$ cat src/rtl/sys_cmd_ctrl_pkg.sv
// ---------------------------------------------------------------------------
// sys_cmd_pkg
// Shared definitions for the UART command controller:
//   - command code bytes recognised in the idle state
//   - register-file addresses that receive the ALU operands
//   - state encodings for the frame decoder and the response transmitter
//   - decode_cmd(): maps a command byte to the decoder's next state
// ---------------------------------------------------------------------------
package sys_cmd_pkg;

  // Command codes (first byte of every frame)
  localparam logic [7:0] CMD_RF_WR   = 8'hAA;  // addr, data
  localparam logic [7:0] CMD_RF_RD   = 8'hBB;  // addr
  localparam logic [7:0] CMD_ALU_OP  = 8'hCC;  // A, B, fun
  localparam logic [7:0] CMD_ALU_NOP = 8'hDD;  // fun

  // Register-file locations the ALU reads its operands from
  localparam int unsigned OPA_ADDR = 0;
  localparam int unsigned OPB_ADDR = 1;

  // Frame decoder states. ST_RESP covers the whole SEND/WAIT sequence,
  // which is sequenced by sys_resp_tx.
  typedef enum logic [3:0] {
    ST_IDLE,
    ST_WR_ADDR,
    ST_WR_DATA,
    ST_RD_ADDR,
    ST_RD_WAIT,
    ST_ALU_A,
    ST_ALU_B,
    ST_ALU_FUN,
    ST_ALU_WAIT,
    ST_RESP
  } ctrl_state_t;

  // Response transmitter states
  typedef enum logic [2:0] {
    TX_IDLE,
    TX_SEND0,
    TX_WAIT0,
    TX_SEND1,
    TX_WAIT1
  } tx_state_t;

  // Unknown command bytes leave the decoder in idle.
  function automatic ctrl_state_t decode_cmd(input logic [7:0] cmd);
    ctrl_state_t nxt;
    case (cmd)
      CMD_RF_WR:   nxt = ST_WR_ADDR;
      CMD_RF_RD:   nxt = ST_RD_ADDR;
      CMD_ALU_OP:  nxt = ST_ALU_A;
      CMD_ALU_NOP: nxt = ST_ALU_FUN;
      default:     nxt = ST_IDLE;
    endcase
    return nxt;
  endfunction

endpackage

$ cat src/rtl/sys_cmd_ctrl_if.sv
// ---------------------------------------------------------------------------
// sys_cmd_ctrl_if
// Bundles every bus the command controller talks to:
//   Rx_P_Data / Rx_Data_valid        bytes from the UART receiver
//   RF_Address / RF_WrEn / RF_RdEn /
//   RF_WrData / RF_RdData /
//   RF_RdData_valid                  register-file access
//   Clk_gate_EN / ALU_EN / ALU_FUN /
//   ALU_OUT / ALU_OUT_valid          ALU control and result
//   Tx_P_Data / Tx_Data_valid /
//   Tx_busy                          bytes to the UART transmitter
// modport master : the controller side
// modport slave  : the environment (UART, register file, ALU)
// ---------------------------------------------------------------------------
interface sys_cmd_ctrl_if #(
  parameter int width      = 8,
  parameter int addr_width = 4
);

  logic [width-1:0]      Rx_P_Data;
  logic                  Rx_Data_valid;

  logic [addr_width-1:0] RF_Address;
  logic                  RF_WrEn;
  logic                  RF_RdEn;
  logic [width-1:0]      RF_WrData;
  logic [width-1:0]      RF_RdData;
  logic                  RF_RdData_valid;

  logic                  Clk_gate_EN;
  logic                  ALU_EN;
  logic [3:0]            ALU_FUN;
  logic [2*width-1:0]    ALU_OUT;
  logic                  ALU_OUT_valid;

  logic [width-1:0]      Tx_P_Data;
  logic                  Tx_Data_valid;
  logic                  Tx_busy;

  modport master (
    input  Rx_P_Data, Rx_Data_valid,
    output RF_Address, RF_WrEn, RF_RdEn, RF_WrData,
    input  RF_RdData, RF_RdData_valid,
    output Clk_gate_EN, ALU_EN, ALU_FUN,
    input  ALU_OUT, ALU_OUT_valid,
    output Tx_P_Data, Tx_Data_valid,
    input  Tx_busy
  );

  modport slave (
    output Rx_P_Data, Rx_Data_valid,
    input  RF_Address, RF_WrEn, RF_RdEn, RF_WrData,
    output RF_RdData, RF_RdData_valid,
    input  Clk_gate_EN, ALU_EN, ALU_FUN,
    output ALU_OUT, ALU_OUT_valid,
    input  Tx_P_Data, Tx_Data_valid,
    output Tx_busy
  );

endinterface

$ cat src/rtl/sys_cmd_ctrl_resp_tx.sv
// ---------------------------------------------------------------------------
// sys_resp_tx
// Sends a one- or two-byte response to the UART transmitter.
//   clk, rst_n  clock, asynchronous active-low reset
//   start       one-cycle request; payload and two_byte are captured with it
//   two_byte    1: send payload[7:0] then payload[15:8]; 0: low byte only
//   payload     response word
//   tx_busy     transmitter busy
//   done        one-cycle strobe (combinational) as the last byte completes
//   tx_data     registered byte held for the transmitter
//   tx_valid    registered one-cycle transmit request
// ---------------------------------------------------------------------------
module sys_resp_tx
  import sys_cmd_pkg::*;
#(
  parameter int width = 8
) (
  input  logic               clk,
  input  logic               rst_n,
  input  logic               start,
  input  logic               two_byte,
  input  logic [2*width-1:0] payload,
  input  logic               tx_busy,
  output logic               done,
  output logic [width-1:0]   tx_data,
  output logic               tx_valid
);

  tx_state_t          state_q, state_d;
  logic [2*width-1:0] cap_q, cap_d;
  logic               two_q, two_d;
  logic               first_q, first_d;
  logic [width-1:0]   data_q, data_d;
  logic               valid_q, valid_d;

  always_ff @(posedge clk or negedge rst_n) begin
    if (!rst_n) begin
      state_q <= TX_IDLE;
      cap_q   <= '0;
      two_q   <= 1'b0;
      first_q <= 1'b0;
      data_q  <= '0;
      valid_q <= 1'b0;
    end else begin
      state_q <= state_d;
      cap_q   <= cap_d;
      two_q   <= two_d;
      first_q <= first_d;
      data_q  <= data_d;
      valid_q <= valid_d;
    end
  end

  always_comb begin
    state_d = state_q;
    cap_d   = cap_q;
    two_d   = two_q;
    first_d = 1'b0;
    data_d  = data_q;
    valid_d = 1'b0;
    done    = 1'b0;
    case (state_q)
      TX_IDLE: begin
        if (start) begin
          cap_d   = payload;
          two_d   = two_byte;
          state_d = TX_SEND0;
        end
      end
      TX_SEND0: begin
        if (!tx_busy) begin
          data_d  = cap_q[width-1:0];
          valid_d = 1'b1;
          first_d = 1'b1;
          state_d = TX_WAIT0;
        end
      end
      TX_WAIT0: begin
        // The transmitter only raises busy after seeing the request, so the
        // first cycle's busy value carries no information.
        if (!first_q && !tx_busy) begin
          if (two_q) begin
            state_d = TX_SEND1;
          end else begin
            state_d = TX_IDLE;
            done    = 1'b1;
          end
        end
      end
      TX_SEND1: begin
        if (!tx_busy) begin
          data_d  = cap_q[2*width-1:width];
          valid_d = 1'b1;
          first_d = 1'b1;
          state_d = TX_WAIT1;
        end
      end
      TX_WAIT1: begin
        if (!first_q && !tx_busy) begin
          state_d = TX_IDLE;
          done    = 1'b1;
        end
      end
      default: state_d = TX_IDLE;
    endcase
  end

  assign tx_data  = data_q;
  assign tx_valid = valid_q;

endmodule

$ cat src/rtl/sys_cmd_ctrl.sv
// ---------------------------------------------------------------------------
// sys_cmd_ctrl
// Decodes framed commands from the UART receiver into register-file writes
// and reads and ALU operations, gates the ALU clock around each operation,
// and returns read data / ALU results to the UART transmitter.
//   CLK    system clock
//   Reset  asynchronous active-low reset
//   bus    sys_cmd_ctrl_if.master: Rx byte input, register-file port,
//          ALU control/result, Tx byte handshake
// Frames: AA addr data | BB addr | CC A B fun | DD fun
// All outputs are registered.
// ---------------------------------------------------------------------------
module sys_cmd_ctrl
  import sys_cmd_pkg::*;
#(
  parameter int width      = 8,
  parameter int addr_width = 4
) (
  input  logic           CLK,
  input  logic           Reset,
  sys_cmd_ctrl_if.master bus
);

  ctrl_state_t           state_q, state_d;
  logic [addr_width-1:0] addr_q, addr_d;
  logic [width-1:0]      wrdata_q, wrdata_d;
  logic                  wr_en_q, wr_en_d;
  logic                  rd_en_q, rd_en_d;
  logic                  gate_q, gate_d;
  logic                  alu_en_q, alu_en_d;
  logic [3:0]            fun_q, fun_d;
  logic                  pend_q, pend_d;

  logic                  resp_start;
  logic                  resp_two;
  logic [2*width-1:0]    resp_payload;
  logic                  resp_done;
  logic [width-1:0]      tx_data;
  logic                  tx_valid;

  logic [width-1:0]      rx_byte;
  logic                  rx_vld;

  assign rx_byte = bus.Rx_P_Data;
  assign rx_vld  = bus.Rx_Data_valid;

  always_ff @(posedge CLK or negedge Reset) begin
    if (!Reset) begin
      state_q  <= ST_IDLE;
      addr_q   <= '0;
      wrdata_q <= '0;
      wr_en_q  <= 1'b0;
      rd_en_q  <= 1'b0;
      gate_q   <= 1'b0;
      alu_en_q <= 1'b0;
      fun_q    <= '0;
      pend_q   <= 1'b0;
    end else begin
      state_q  <= state_d;
      addr_q   <= addr_d;
      wrdata_q <= wrdata_d;
      wr_en_q  <= wr_en_d;
      rd_en_q  <= rd_en_d;
      gate_q   <= gate_d;
      alu_en_q <= alu_en_d;
      fun_q    <= fun_d;
      pend_q   <= pend_d;
    end
  end

  always_comb begin
    state_d      = state_q;
    addr_d       = addr_q;
    wrdata_d     = wrdata_q;
    wr_en_d      = 1'b0;
    rd_en_d      = 1'b0;
    gate_d       = gate_q;
    alu_en_d     = 1'b0;
    fun_d        = fun_q;
    pend_d       = pend_q;
    resp_start   = 1'b0;
    resp_two     = 1'b0;
    resp_payload = '0;
    case (state_q)
      ST_IDLE: begin
        if (rx_vld) state_d = decode_cmd(rx_byte[7:0]);
      end
      ST_WR_ADDR: begin
        if (rx_vld) begin
          addr_d  = rx_byte[addr_width-1:0];
          state_d = ST_WR_DATA;
        end
      end
      ST_WR_DATA: begin
        // Back in idle while the strobe is out, so a new command byte can
        // follow immediately.
        if (rx_vld) begin
          wrdata_d = rx_byte;
          wr_en_d  = 1'b1;
          state_d  = ST_IDLE;
        end
      end
      ST_RD_ADDR: begin
        if (rx_vld) begin
          addr_d  = rx_byte[addr_width-1:0];
          rd_en_d = 1'b1;
          state_d = ST_RD_WAIT;
        end
      end
      ST_RD_WAIT: begin
        if (bus.RF_RdData_valid) begin
          resp_start   = 1'b1;
          resp_payload = {{width{1'b0}}, bus.RF_RdData};
          state_d      = ST_RESP;
        end
      end
      ST_ALU_A: begin
        if (rx_vld) begin
          addr_d   = addr_width'(OPA_ADDR);
          wrdata_d = rx_byte;
          wr_en_d  = 1'b1;
          state_d  = ST_ALU_B;
        end
      end
      ST_ALU_B: begin
        if (rx_vld) begin
          addr_d   = addr_width'(OPB_ADDR);
          wrdata_d = rx_byte;
          wr_en_d  = 1'b1;
          state_d  = ST_ALU_FUN;
        end
      end
      ST_ALU_FUN: begin
        // Ungate the ALU clock first; the start pulse follows one cycle
        // later so the ALU sees a running clock when it is enabled.
        if (rx_vld) begin
          fun_d   = rx_byte[3:0];
          gate_d  = 1'b1;
          pend_d  = 1'b1;
          state_d = ST_ALU_WAIT;
        end
      end
      ST_ALU_WAIT: begin
        if (pend_q) begin
          alu_en_d = 1'b1;
          pend_d   = 1'b0;
        end else if (bus.ALU_OUT_valid) begin
          // Gate is dropped at the edge that captures the result.
          gate_d       = 1'b0;
          resp_start   = 1'b1;
          resp_two     = 1'b1;
          resp_payload = bus.ALU_OUT;
          state_d      = ST_RESP;
        end
      end
      ST_RESP: begin
        if (resp_done) state_d = ST_IDLE;
      end
      default: state_d = ST_IDLE;
    endcase
  end

  sys_resp_tx #(
    .width (width)
  ) u_resp_tx (
    .clk      (CLK),
    .rst_n    (Reset),
    .start    (resp_start),
    .two_byte (resp_two),
    .payload  (resp_payload),
    .tx_busy  (bus.Tx_busy),
    .done     (resp_done),
    .tx_data  (tx_data),
    .tx_valid (tx_valid)
  );

  assign bus.RF_Address    = addr_q;
  assign bus.RF_WrEn       = wr_en_q;
  assign bus.RF_RdEn       = rd_en_q;
  assign bus.RF_WrData     = wrdata_q;
  assign bus.Clk_gate_EN   = gate_q;
  assign bus.ALU_EN        = alu_en_q;
  assign bus.ALU_FUN       = fun_q;
  assign bus.Tx_P_Data     = tx_data;
  assign bus.Tx_Data_valid = tx_valid;

endmodule

$ cat src/flat_wrapper.sv
// flat-port wrapper written by rule: the top's interface ports become plain ports
module sys_cmd_ctrl_flat import sys_cmd_pkg::*;
#(
  parameter int width      = 8,
  parameter int addr_width = 4
)
  (CLK, Reset, bus_Rx_P_Data, bus_Rx_Data_valid, bus_RF_Address, bus_RF_WrEn, bus_RF_RdEn, bus_RF_WrData, bus_RF_RdData, bus_RF_RdData_valid, bus_Clk_gate_EN, bus_ALU_EN, bus_ALU_FUN, bus_ALU_OUT, bus_ALU_OUT_valid, bus_Tx_P_Data, bus_Tx_Data_valid, bus_Tx_busy);
  sys_cmd_ctrl_if #(.width(width), .addr_width(addr_width)) bus_i ();
  input  logic CLK;
  input  logic Reset;
  input wire logic [$bits(bus_i.Rx_P_Data)-1:0] bus_Rx_P_Data;
  input wire logic [$bits(bus_i.Rx_Data_valid)-1:0] bus_Rx_Data_valid;
  output wire logic [$bits(bus_i.RF_Address)-1:0] bus_RF_Address;
  output wire logic [$bits(bus_i.RF_WrEn)-1:0] bus_RF_WrEn;
  output wire logic [$bits(bus_i.RF_RdEn)-1:0] bus_RF_RdEn;
  output wire logic [$bits(bus_i.RF_WrData)-1:0] bus_RF_WrData;
  input wire logic [$bits(bus_i.RF_RdData)-1:0] bus_RF_RdData;
  input wire logic [$bits(bus_i.RF_RdData_valid)-1:0] bus_RF_RdData_valid;
  output wire logic [$bits(bus_i.Clk_gate_EN)-1:0] bus_Clk_gate_EN;
  output wire logic [$bits(bus_i.ALU_EN)-1:0] bus_ALU_EN;
  output wire logic [$bits(bus_i.ALU_FUN)-1:0] bus_ALU_FUN;
  input wire logic [$bits(bus_i.ALU_OUT)-1:0] bus_ALU_OUT;
  input wire logic [$bits(bus_i.ALU_OUT_valid)-1:0] bus_ALU_OUT_valid;
  output wire logic [$bits(bus_i.Tx_P_Data)-1:0] bus_Tx_P_Data;
  output wire logic [$bits(bus_i.Tx_Data_valid)-1:0] bus_Tx_Data_valid;
  input wire logic [$bits(bus_i.Tx_busy)-1:0] bus_Tx_busy;
  assign bus_i.Rx_P_Data = bus_Rx_P_Data;
  assign bus_i.Rx_Data_valid = bus_Rx_Data_valid;
  assign bus_RF_Address = bus_i.RF_Address;
  assign bus_RF_WrEn = bus_i.RF_WrEn;
  assign bus_RF_RdEn = bus_i.RF_RdEn;
  assign bus_RF_WrData = bus_i.RF_WrData;
  assign bus_i.RF_RdData = bus_RF_RdData;
  assign bus_i.RF_RdData_valid = bus_RF_RdData_valid;
  assign bus_Clk_gate_EN = bus_i.Clk_gate_EN;
  assign bus_ALU_EN = bus_i.ALU_EN;
  assign bus_ALU_FUN = bus_i.ALU_FUN;
  assign bus_i.ALU_OUT = bus_ALU_OUT;
  assign bus_i.ALU_OUT_valid = bus_ALU_OUT_valid;
  assign bus_Tx_P_Data = bus_i.Tx_P_Data;
  assign bus_Tx_Data_valid = bus_i.Tx_Data_valid;
  assign bus_i.Tx_busy = bus_Tx_busy;
  sys_cmd_ctrl #(.width(width), .addr_width(addr_width)) u_core (.CLK(CLK), .Reset(Reset), .bus(bus_i));
endmodule
$ cat config.mk
export PLATFORM = sky130hd
export DESIGN_NAME = sys_cmd_ctrl_flat
export DESIGN_NICKNAME = d
export VERILOG_FILES = /design/src/rtl/sys_cmd_ctrl_pkg.sv /design/src/rtl/sys_cmd_ctrl_if.sv /design/src/rtl/sys_cmd_ctrl_resp_tx.sv /design/src/rtl/sys_cmd_ctrl.sv /design/src/flat_wrapper.sv
export SDC_FILE = /design/constraint.sdc
export NUM_CORES = 1
export LEC_CHECK = 0
export ABC_AREA = 1
export BUFFER_PORTS_ARGS = -buffer_cell sky130_fd_sc_hd__buf_4
export CAP_MARGIN = 20
export CORE_MARGIN = 4
export CORE_UTILIZATION = 57
export CTS_CLUSTER_DIAMETER = 30
export DETAILED_ROUTE_END_ITERATION = 10
export HOLD_SLACK_MARGIN = 0.1
export PLACE_DENSITY = 0.81
export SETUP_SLACK_MARGIN = 0.15
export SYNTH_ARGS = -nofsm -noshare
export SYNTH_HDL_FRONTEND = slang
export SYNTH_SLANG_ARGS = --single-unit
$ cat constraint.sdc
create_clock -name CLK -period 2.8 [get_ports CLK]
set_clock_uncertainty 0.05 [all_clocks]
set_input_delay 0.7 -clock CLK [delete_from_list [all_inputs] [get_ports CLK]]
set_output_delay 0.7 -clock CLK [all_outputs]
set_load 0.02 [all_outputs]
==> run metrics, run 1 <==
post-synthesis sequential area ratio=approximately half; Async S/R FF share, synth=100%; slowest CP cell=nor3_2; RD Place Congestion=around 0.94; flops & latches, synth=54; antenna cell count=0; Longest Clk Path Bufs=2; htree depth=2; crit end category=register; Area contributors post-synth=dfrtp_1, nand2_1, o21ai_0, nand3_1, nor2_1; synthesized area=approximately 0.0026 mm²; RR Startpoint=u_core.u_resp_tx.state_q[0]; area occupied by multi-input gates=0.00112 mm²; DR pass1 iterations=4; final net count=between 400 and 500; pin count of the biggest net entering global routing=55; fin crit share=66.0%; wire per inst=13.9 µm; Post-Place Setup Slack=roughly 0.85 ns; initial core utilization=59.3%; Die Span X=75.8 µm; routed vias=2400; FF-to-FF End=u_core.u_resp_tx.cap_q[4]; # setup viols final=0; hold buffer count at cts=0; crit path time final=1.85 ns; relative slew slack=50.5%; Post-CTS Resized=0; Antenna Nets Post-Route=0; Pwr Density=831 mW/mm²; outcome=complete, no violations; fin. max-slew vios=0; total leakage power=1.79 nW; first-pass GRT wire length=approximately 10000 µm; count leader, synth=nand2_1; CTS Buf Count=5; crit-path max FO=19; Worst Tran Pin Value=~0.74 ns; Syn Nets=373; critical path data required time=2.99 ns; CTS tree=yes; leading area contributor after synthesis=dfrtp_1; hold violation total from the final report=0; setup_tns=0 ns; initial drt markers=190; Max IR drop VDD=around 0.54 mV; crit-path cells=nor3_2, nand2_4, inv_2, nand2_1, nand2_1; family with the most delay on the worst path=simple AND/OR/NAND/NOR gates; Post-synth EDFFs=0; Max-cap violations=0; Mapped Cells=335; Netlist cell types=28; die area=0.00574 mm²; count of buffers from port buffering=66; Skew-Pair Late Insertion Delay=0.30 ns; fillers=381; Reg area=0.00135 mm²; Worst-path clk slew=0.09 ns; most numerous cell on the critical path=nand2_1; antenna violations before repair=0; final wirelength=~6300 µm; crit start category=register; Post-synth top cells=nand2_1, dfrtp_1, o21ai_0; critical path arrival=2.04 ns; fmax=541 MHz; Critical path buffers and inverters=1; Post-CTS Setup Inserts=0; Pwr Total=0.00266 W; Die H=75.8 µm; top-area cell type share of the netlist area=between 50% and 60%; R2R setup slack=0.95 ns; Critical Path Sink=u_core.u_resp_tx.cap_q[4]; Area Growth Syn to Fin=22.4%; total global-route track usage=23.6%; synthesized area per cell=roughly 7.8 µm²; clk sink count=54; GRT overflow=0; core area=0.00441 mm²; Root Buffer=clkbuf_8; crit path kind=register to register; Final WS setup=0.951 ns; R2R depth=5; most common flop cell mapped by yosys=dfrtp_1; Worst setup startpoint=u_core.u_resp_tx.state_q[0]; # DRC=0; share of layout cells above drive strength 1=a little over a fifth; Worst path depth=5; warnings from Yosys=0; vias per cell=5.31; I/O pin cnt=67; Row Count=24; vias in the first global route=2314; dpl hpwl=4630 µm; min-delay worst type=primary input to asynchronous set/reset pin; max incr delay on CP=about 0.65 ns; RSZ-0062 raised after global routing=no
power by group:
group	leakage, nW	switching [W]	internal, W
registers	0.724	0.000188	0.00102
clock network	0.0383	0.000236	0.000173
logic	1.02	0.000641	0.000407
total	1.79	0.00107	0.00160
per-stage QoR:
step | utilization (%) | instance area, µm² | cells | hold slack [ns]
3_3_place_gp | 70.9 | 3130 | 445 | 0.402
2_1_floorplan | - | 2620 | 335 | 0.354
6_report | 72.6 | 3210 | 452 | 0.373
5_1_grt | 72.6 | 3210 | 452 | 0.431
4_1_cts | 72.6 | 3210 | 452 | 0.406
3_5_place_dp | 70.9 | 3130 | 445 | 0.406
area by class of cell:
cell class                      count  share of cell area [%]
Tap cell                           52                    2.03
Inverter                           25                    2.93
Multi-Input combinational cell    248                    35.1
Timing Repair Buffer               66                    15.5
Clock buffer                        7                    2.38
Sequential cell                    54                    42.2
worst min-delay path by stage:
stage,cells after the start,start,end
finish,1,Reset,u_core.u_resp_tx.cap_q[4]
global route,1,Reset,u_core.u_resp_tx.cap_q[2]
CTS,1,Reset,u_core.u_resp_tx.cap_q[2]
detailed placement,2,u_core.u_resp_tx.cap_q[11],u_core.u_resp_tx.cap_q[11]
global placement,2,u_core.u_resp_tx.cap_q[11],u_core.u_resp_tx.cap_q[11]
floorplan,0,Reset,u_core.bus.ALU_EN
cell families (layout without fill, tap and decap cells):
group | Yosys count | count (layout) | share of synthesized area [%]
AO/OA/AOI/OAI | 57 | 57 | 11.6
AND/OR/NAND/NOR | 191 | 191 | 31.3
buffers and inverters | 33 | 98 | 5.49
flip-flops | 54 | 54 | 51.6
registers in the layout, summed over array words and instances (netlist names), 3 cells and up:
signal,cells
u_core.bus.RF_Address,4
u_core.bus.ALU_FUN,4
u_core.state_q,4
u_core.u_resp_tx.tx_data,8
u_core.bus.RF_WrData,8
u_core.u_resp_tx.cap_q,16
u_core.u_resp_tx.state_q,3
layout by cell type, fill, tap and decap left out, types with 4 or more instances in the layout:
cell,instances
a21oi_1,5
nand2_2,4
a31oi_1,8
dfrtp_1,54
nor2_1,22
o21ai_0,36
inv_1,20
clkbuf_8,5
nand3_1,20
nand2_1,131
o21ai_1,5
inv_2,4
buf_4,66
metal layers:
metal / track usage [%] / vias up / part of all wire (%)
met1: 28.0 / 1100 / 41
met2: 42.4 / 77 / 51
met3: 3.96 / 10 / 5.8
li1: - / 1213 / -
met4: 8.93 / 0 / 1.8
met5: 0 / - / 0
Power figures use the tool's default switching activity.
==> run 2: changes to the inputs <==
- ABC_AREA: 1 -> 0
- CORE_UTILIZATION: 57 -> 52
- PLACE_DENSITY: 0.81 -> 0.75
- clock period: 2.8 -> 1.9 ns (I/O delays scaled with it)
==> run metrics, run 2 <==
share of layout cells above drive strength 1=38.6% (+17 points); Worst-path clk slew=0.10 ns (about the same); max incr delay on CP=0.42 ns (-0.23 ns); Die H=77.9 µm (+2.8%); power share of the combinational group=41.9% (+2.6 points); met3 usage=5.22% (+1.3 points); CTS tree=yes; fin. max-slew vios=0 (unchanged); Longest Clk Path Bufs=2 (unchanged); Antenna Nets Post-Route=0 (unchanged); Max-cap violations=0 (unchanged); vias in the first global route=2013 (-13%); Flop pwr share=40.4% (-4.9 points); crit end category=register; Max IR drop VDD=0.697 mV (+30%); # DRC=0 (unchanged); crit path time final=1.70 ns (-0.148 ns); fmax=588 MHz (+8.7%); DR pass1 iterations=4 (unchanged); RD Place Congestion=0.853 (-8.9%); met1 Use GR=24.7% (-3.2 points); count leader, synth=dfrtp_1; relative slew slack=55.5% (+4.9 points); Mapped Cells=233 (-30%); sw power=0.00168 W (+58%); Syn Nets=271 (-27%); Skew-Pair Late Insertion Delay=0.31 ns (about the same); Post-synth EDFFs=0 (unchanged); clk sink count=54 (unchanged); top-area cell type share of the netlist area=53.1% (+1.5 points); max reg flops=16 (unchanged); final net count=348 (-21%); post-synthesis sequential area ratio=53.1% (+1.5 points); critical path arrival=1.84 ns (-0.20 ns); Die Span X=77.9 µm (+2.8%); Row Count=25 (+4.2%); Power Internal=0.00292 W (+83%); Min Hold Slack=0.143 ns (-0.230 ns); met2 GRT Util=33.7% (-8.7 points); vias per cell=5.44 (+2.5%); pin count of the biggest net entering global routing=55 (unchanged); fin crit share=89.5% (+23 points); final wirelength=5710 µm (-8.8%); sw frac=36.5% (-3.4 points); busiest grt layer=met2; CTS Buf Count=5 (unchanged); Top reg by flops=u_core.u_resp_tx.cap_q; warnings from Yosys=0 (unchanged); Area Growth Syn to Fin=30.1%; R2R depth=6 (+1); most common flop cell mapped by yosys=dfrtp_1; FF-to-FF End=u_core.bus.RF_WrData[6]; GRT overflow=0 (unchanged); min-delay worst type=primary input to asynchronous set/reset pin; first-pass GRT wire length=9580 µm (-5.6%); most numerous cell on the critical path=mux2_2; core area=0.00472 mm² (+7.0%); most frequent cells in the layout=buf_4, dfrtp_1, nand2_1, o21ai_0, mux2_2; I/O pin cnt=67 (unchanged); Area contributors post-synth=dfrtp_1, mux2_2, nand2_1, o21ai_0, a22o_1; Netlist cell types=45 (+61%); total leakage power=1.59 nW (-11%); dpl hpwl=4210 µm (-9.0%); leading area contributor after synthesis=dfrtp_1; crit-path cells=buf_4, nand2_1, mux2_2, nor2_4, buf_12, mux2_2; routed vias=2058 (-14%); die area=0.00607 mm² (+5.7%); antenna violations before repair=0 (unchanged); hold violation total from the final report=0 (unchanged); setup_tns=0 ns (unchanged); hold buffer count at cts=0 (unchanged); Root Buffer=clkbuf_8; # setup viols final=0 (unchanged); Post-synth top cells=dfrtp_1, nand2_1, o21ai_0; outcome=complete, no violations; crit start category=register; crit path kind=register to register; crit-path max FO=9 (-10); slowest CP cell=dfrtp_1; RSZ-0062 raised after global routing=yes; flops & latches, synth=54 (unchanged); R2R setup slack=0.20 ns (-0.75 ns); count of buffers from port buffering=66 (unchanged); fillers=378 (-0.79%); antenna cell count=0 (unchanged); Worst Tran Pin Value=0.668 ns (-0.0696 ns); critical path data required time=2.04 ns (-0.95 ns); synthesized area per cell=10.9 µm² (+40%); wire per inst=15.1 µm (+9.1%); initial core utilization=53.8% (-5.5 points); Pwr Density=1390 mW/mm² (+68%); total global-route track usage=19.7% (-3.8 points); synthesized area=0.00254 mm² (-2.9%); initial drt markers=113 (-41%); htree depth=2 (unchanged); RR Startpoint=u_core.state_q[2]; Clock power frac=17.7% (+2.3 points); Async S/R FF share, synth=100% (unchanged); commonest non-fill, non-tap cell in the layout=buf_4
run 2: cells by family (layout without fill, tap and decap cells):
family                    Yosys count  count (layout)  synth area share (%)
AOI/OAI and AO/OA                  64              64                  17.4
xor gates and xnor gates            3               3                  1.03
buffers and inverters              17              95                  4.58
DFF                                54              54                  53.1
muxes                              15              15                  6.59
and+or+nand+nor                    80              80                  17.2
run 2: final cells by class:
type | count | area [µm²] | share of cell area (%)
Inverter | 4 | 15.0 | 0.454
Clock buffer | 6 | 82.6 | 2.50
Timing Repair Buffer | 83 | 636 | 19.2
Sequential cell | 54 | 1360 | 41.0
Tap cell | 67 | 83.8 | 2.53
Multi-Input combinational cell | 162 | 1100 | 33.1
Clock inverter | 2 | 38.8 | 1.17
run 2: how the worst max path moves through the flow:
stage	start	end	slack, ns	cells past startpoint
2_1_floorplan	u_core.state_q[1]	u_core.bus.RF_WrData[0]	0.22	4
3_3_place_gp	bus_Rx_P_Data[1]	u_core.state_q[1]	0.19	6
3_5_place_dp	bus_Rx_P_Data[1]	u_core.state_q[0]	0.14	6
4_1_cts	u_core.state_q[0]	u_core.state_q[1]	0.17	5
5_1_grt	u_core.state_q[3]	u_core.state_q[1]	0.14	6
6_report	u_core.state_q[2]	u_core.bus.RF_WrData[6]	0.20	6
run 2: power groups by stage:
stage | clock, W | sequential (W) | combinational, W
floorplan | 0 | 0.00203 | 0.000995
global placement | 0 | 0.00186 | 0.00184
detailed placement | 0 | 0.00187 | 0.00188
CTS | 0.000835 | 0.00185 | 0.00191
global route | 0.000885 | 0.00193 | 0.00211
finish | 0.000816 | 0.00186 | 0.00193
run 2: critical path: cells and delay by family, from the launching register on:
| family | cells | cell delay [ns] |
|---|---|---|
| flops | 1 | 0.42 |
| buf+inv | 2 | 0.31 |
| simple gates | 2 | 0.20 |
| mux | 2 | 0.62 |
run 2: timing repair:
action / CTS / global route
pin swaps: 1 / 0
endpoints found under the setup margin: 1 / 14
resized for setup: 0 / 7
gates cloned: 0 / 0
setup buffers: 1 / 1
run 2: layer usage:
metal | vias to the layer above | share of wire (%)
met5 | - | 0
met4 | 0 | 1.3
met3 | 11 | 6.8
met2 | 68 | 51
met1 | 990 | 41
li1 | 989 | -
run 2: through the flow:
step | power (W) | area, µm² | util (%) | worst slack (ns) | instances
6_report | 0.00461 | 3310 | 70.0 | 0.199 | 378
3_3_place_gp | 0.00370 | 3130 | 66.3 | 0.186 | 368
3_5_place_dp | 0.00375 | 3130 | 66.3 | 0.139 | 368
2_1_floorplan | 0.00302 | 2540 | - | 0.221 | 233
4_1_cts | 0.00460 | 3270 | 69.3 | 0.169 | 377
5_1_grt | 0.00492 | 3310 | 70.0 | 0.143 | 378
==> run 3: changes to the inputs <==
- CORE_ASPECT_RATIO: default -> 0.75
==> run metrics, run 3 (synthesized netlist as in run 2, its figures left out) <==
GRT overflow=0 (unchanged); Max IR drop VDD=0.785 mV (+12%); slowest CP cell=or3_4; max incr delay on CP=0.49 ns (+0.07 ns); critical path data required time=2.05 ns (about the same); Pwr Density=1370 mW/mm² (-1.3%); initial drt markers=129 (+14%); FF-to-FF End=u_core.u_resp_tx.cap_q[15]; fmax=585 MHz (-0.41%); commonest non-fill, non-tap cell in the layout=buf_4; max reg flops=16 (unchanged); hold buffer count at cts=0 (unchanged); vias in the first global route=1917 (-4.8%); Skew-Pair Late Insertion Delay=0.31 ns (about the same); relative slew slack=55.2% (-0.27 points); RSZ-0062 raised after global routing=yes; crit end category=register; Root Buffer=clkbuf_8; total global-route track usage=21.4% (+1.6 points); sw power=0.00174 W (+3.2%); Die Span X=88.7 µm (+14%); CTS Buf Count=5 (unchanged); DR pass1 iterations=4 (unchanged); core area=0.00460 mm² (-2.6%); family with the most delay on the worst path=compound AO/OA/AOI/OAI gates; clk sink count=54 (unchanged); Post-Place Setup Slack=0.135 ns (-0.00411 ns); fin. max-slew vios=0 (unchanged); Top reg by flops=u_core.u_resp_tx.cap_q; initial core utilization=55.3% (+1.5 points); Worst-path clk slew=0.10 ns (about the same); dpl hpwl=4600 µm (+9.2%); crit-path max FO=17 (+8); Flop pwr share=41.2% (+0.8 points); total leakage power=1.59 nW (about the same); antenna cell count=0 (unchanged); crit path kind=register to register; final net count=352 (+1.1%); hold violation total from the final report=0 (unchanged); Die H=68.6 µm (-12%); crit path time final=1.71 ns (+0.00706 ns); critical path arrival=1.85 ns (about the same); routed vias=2076 (+0.87%); Final WS setup=0.192 ns (-0.00706 ns); # setup viols final=0 (unchanged); # DRC=0 (unchanged); most frequent cells in the layout=buf_4, dfrtp_1, nand2_1, o21ai_0; Cells after DPL=359 (-2.4%); Max-cap violations=0 (unchanged); Row Count=21 (-16%); R2R setup slack=0.19 ns (about the same); first-pass GRT wire length=9780 µm (+2.2%); Clock power frac=14.0% (-3.7 points); pin count of the biggest net entering global routing=55 (unchanged); RR Startpoint=u_core.u_resp_tx.state_q[2]; share of layout cells above drive strength 1=39.7% (+1.1 points); Power Internal=0.00278 W (-4.8%); Antenna Nets Post-Route=0 (unchanged); min-delay worst type=primary input to asynchronous set/reset pin; die area=0.00608 mm² (+0.19%); htree depth=2 (unchanged); final wirelength=6210 µm (+8.8%); I/O pin cnt=67 (unchanged); Placed Area=0.00313 mm² (-0.16%); Worst path depth=3 (-3); vias per cell=5.58 (+2.5%); Longest Clk Path Bufs=2 (unchanged); wire per inst=16.7 µm (+11%); outcome=complete, no violations; Finished Layout Cells=372 (-1.6%); post-route cell area=0.00329 mm² (-0.57%); Area Growth Syn to Fin=29.3%; setup_tns=0 ns (unchanged); CTS tree=yes; crit-path cells=or3_4, o21bai_4, a22o_1; crit start category=register; antenna violations before repair=0 (unchanged); sw frac=38.4% (+1.9 points); Critical path buffers and inverters=0 (-2); R2R depth=3 (-3); power share of the combinational group=44.8% (+2.9 points); RD Place Congestion=0.842 (-1.3%); fin crit share=89.9% (+0.37 points); Worst Tran Pin Value=0.672 ns (+0.00403 ns); count of buffers from port buffering=66 (unchanged)
run 3: cell count changes in the layout (fill, tap and decap cells not counted):
| cell | previous run | this run |
|---|---|---|
| buf_4 | 82 | 87 |
| dfrtp_1 | 51 | 49 |
| dfrtp_2 | 3 | 5 |
| buf_12 | 1 | 0 |
| bufinv_16 | 1 | 0 |
| clkbuf_1 | 0 | 1 |
| clkbuf_8 | 6 | 5 |
| clkinv_2 | 0 | 1 |
| clkinv_4 | 0 | 1 |
| inv_6 | 1 | 0 |
| mux2_2 | 14 | 13 |
| mux2_4 | 0 | 1 |
| nor2b_2 | 1 | 0 |
| nor2b_4 | 1 | 2 |
run 3: timing repair:
item / in CTS / in global routing
endpoints found under the setup margin: 5 / 29
pin swaps: 0 / 1
setup buffers: 0 / 5
resized for setup: 2 / 9
run 3: layout make-up:
type / instances / area, µm²
clock buffer: 6 / 72.6
clock inverter: 2 / 13.8
fill: 351 / 1310
inverter: 4 / 15.0
multi-input combinational: 162 / 1100
sequential: 54 / 1360
tap: 57 / 71.3
timing repair buffer: 87 / 653
run 3: routing by layer:
| layer | vias to the layer above | global-route usage, % | share of wire [%] |
|---|---|---|---|
| met5 | - | 0 | 0 |
| met4 | 0 | 5.28 | 0.39 |
| met3 | 2 | 5.23 | 7.9 |
| met2 | 81 | 30.0 | 44 |
| met1 | 999 | 33.0 | 47 |
| li1 | 994 | - | - |
run 3: power by group through the flow:
| stage | registers, W | logic [W] | clock network, W |
|---|---|---|---|
| CTS | 0.00187 | 0.00193 | 0.000658 |
| global placement | 0.00187 | 0.00188 | 0 |
| detailed placement | 0.00189 | 0.00192 | 0 |
| finish | 0.00186 | 0.00202 | 0.000635 |
| global route | 0.00192 | 0.00221 | 0.000696 |
| floorplan | 0.00203 | 0.000995 | 0 |
run 3: how the worst max path moves through the flow:
stage	start	endpoint	slack, ns
detailed placement	u_core.state_q[1]	u_core.state_q[1]	0.14
global placement	u_core.state_q[1]	u_core.state_q[1]	0.17
CTS	u_core.state_q[0]	u_core.state_q[1]	0.13
finish	u_core.u_resp_tx.state_q[2]	u_core.u_resp_tx.cap_q[15]	0.19
floorplan	u_core.state_q[1]	u_core.bus.RF_WrData[0]	0.22
global route	u_core.state_q[0]	u_core.u_resp_tx.cap_q[15]	0.12
run 3: worst reg2reg max path: cells and delay by family (launching register included):
kind             cells  cell delay [ns]
AO/OA/AOI/OAI        2             0.59
AND/OR/NAND/NOR      1             0.49
flip-flops           1             0.48
run 3: through the flow:
| stage | hold slack [ns] | total power (W) | util (%) |
|---|---|---|---|
| global route | 0.204 | 0.00483 | 71.5 |
| global placement | 0.414 | 0.00376 | 68.0 |
| finish | 0.147 | 0.00452 | 71.5 |
| CTS | 0.170 | 0.00446 | 70.0 |
| floorplan | 0.129 | 0.00302 | - |
| detailed placement | 0.420 | 0.00381 | 68.0 |
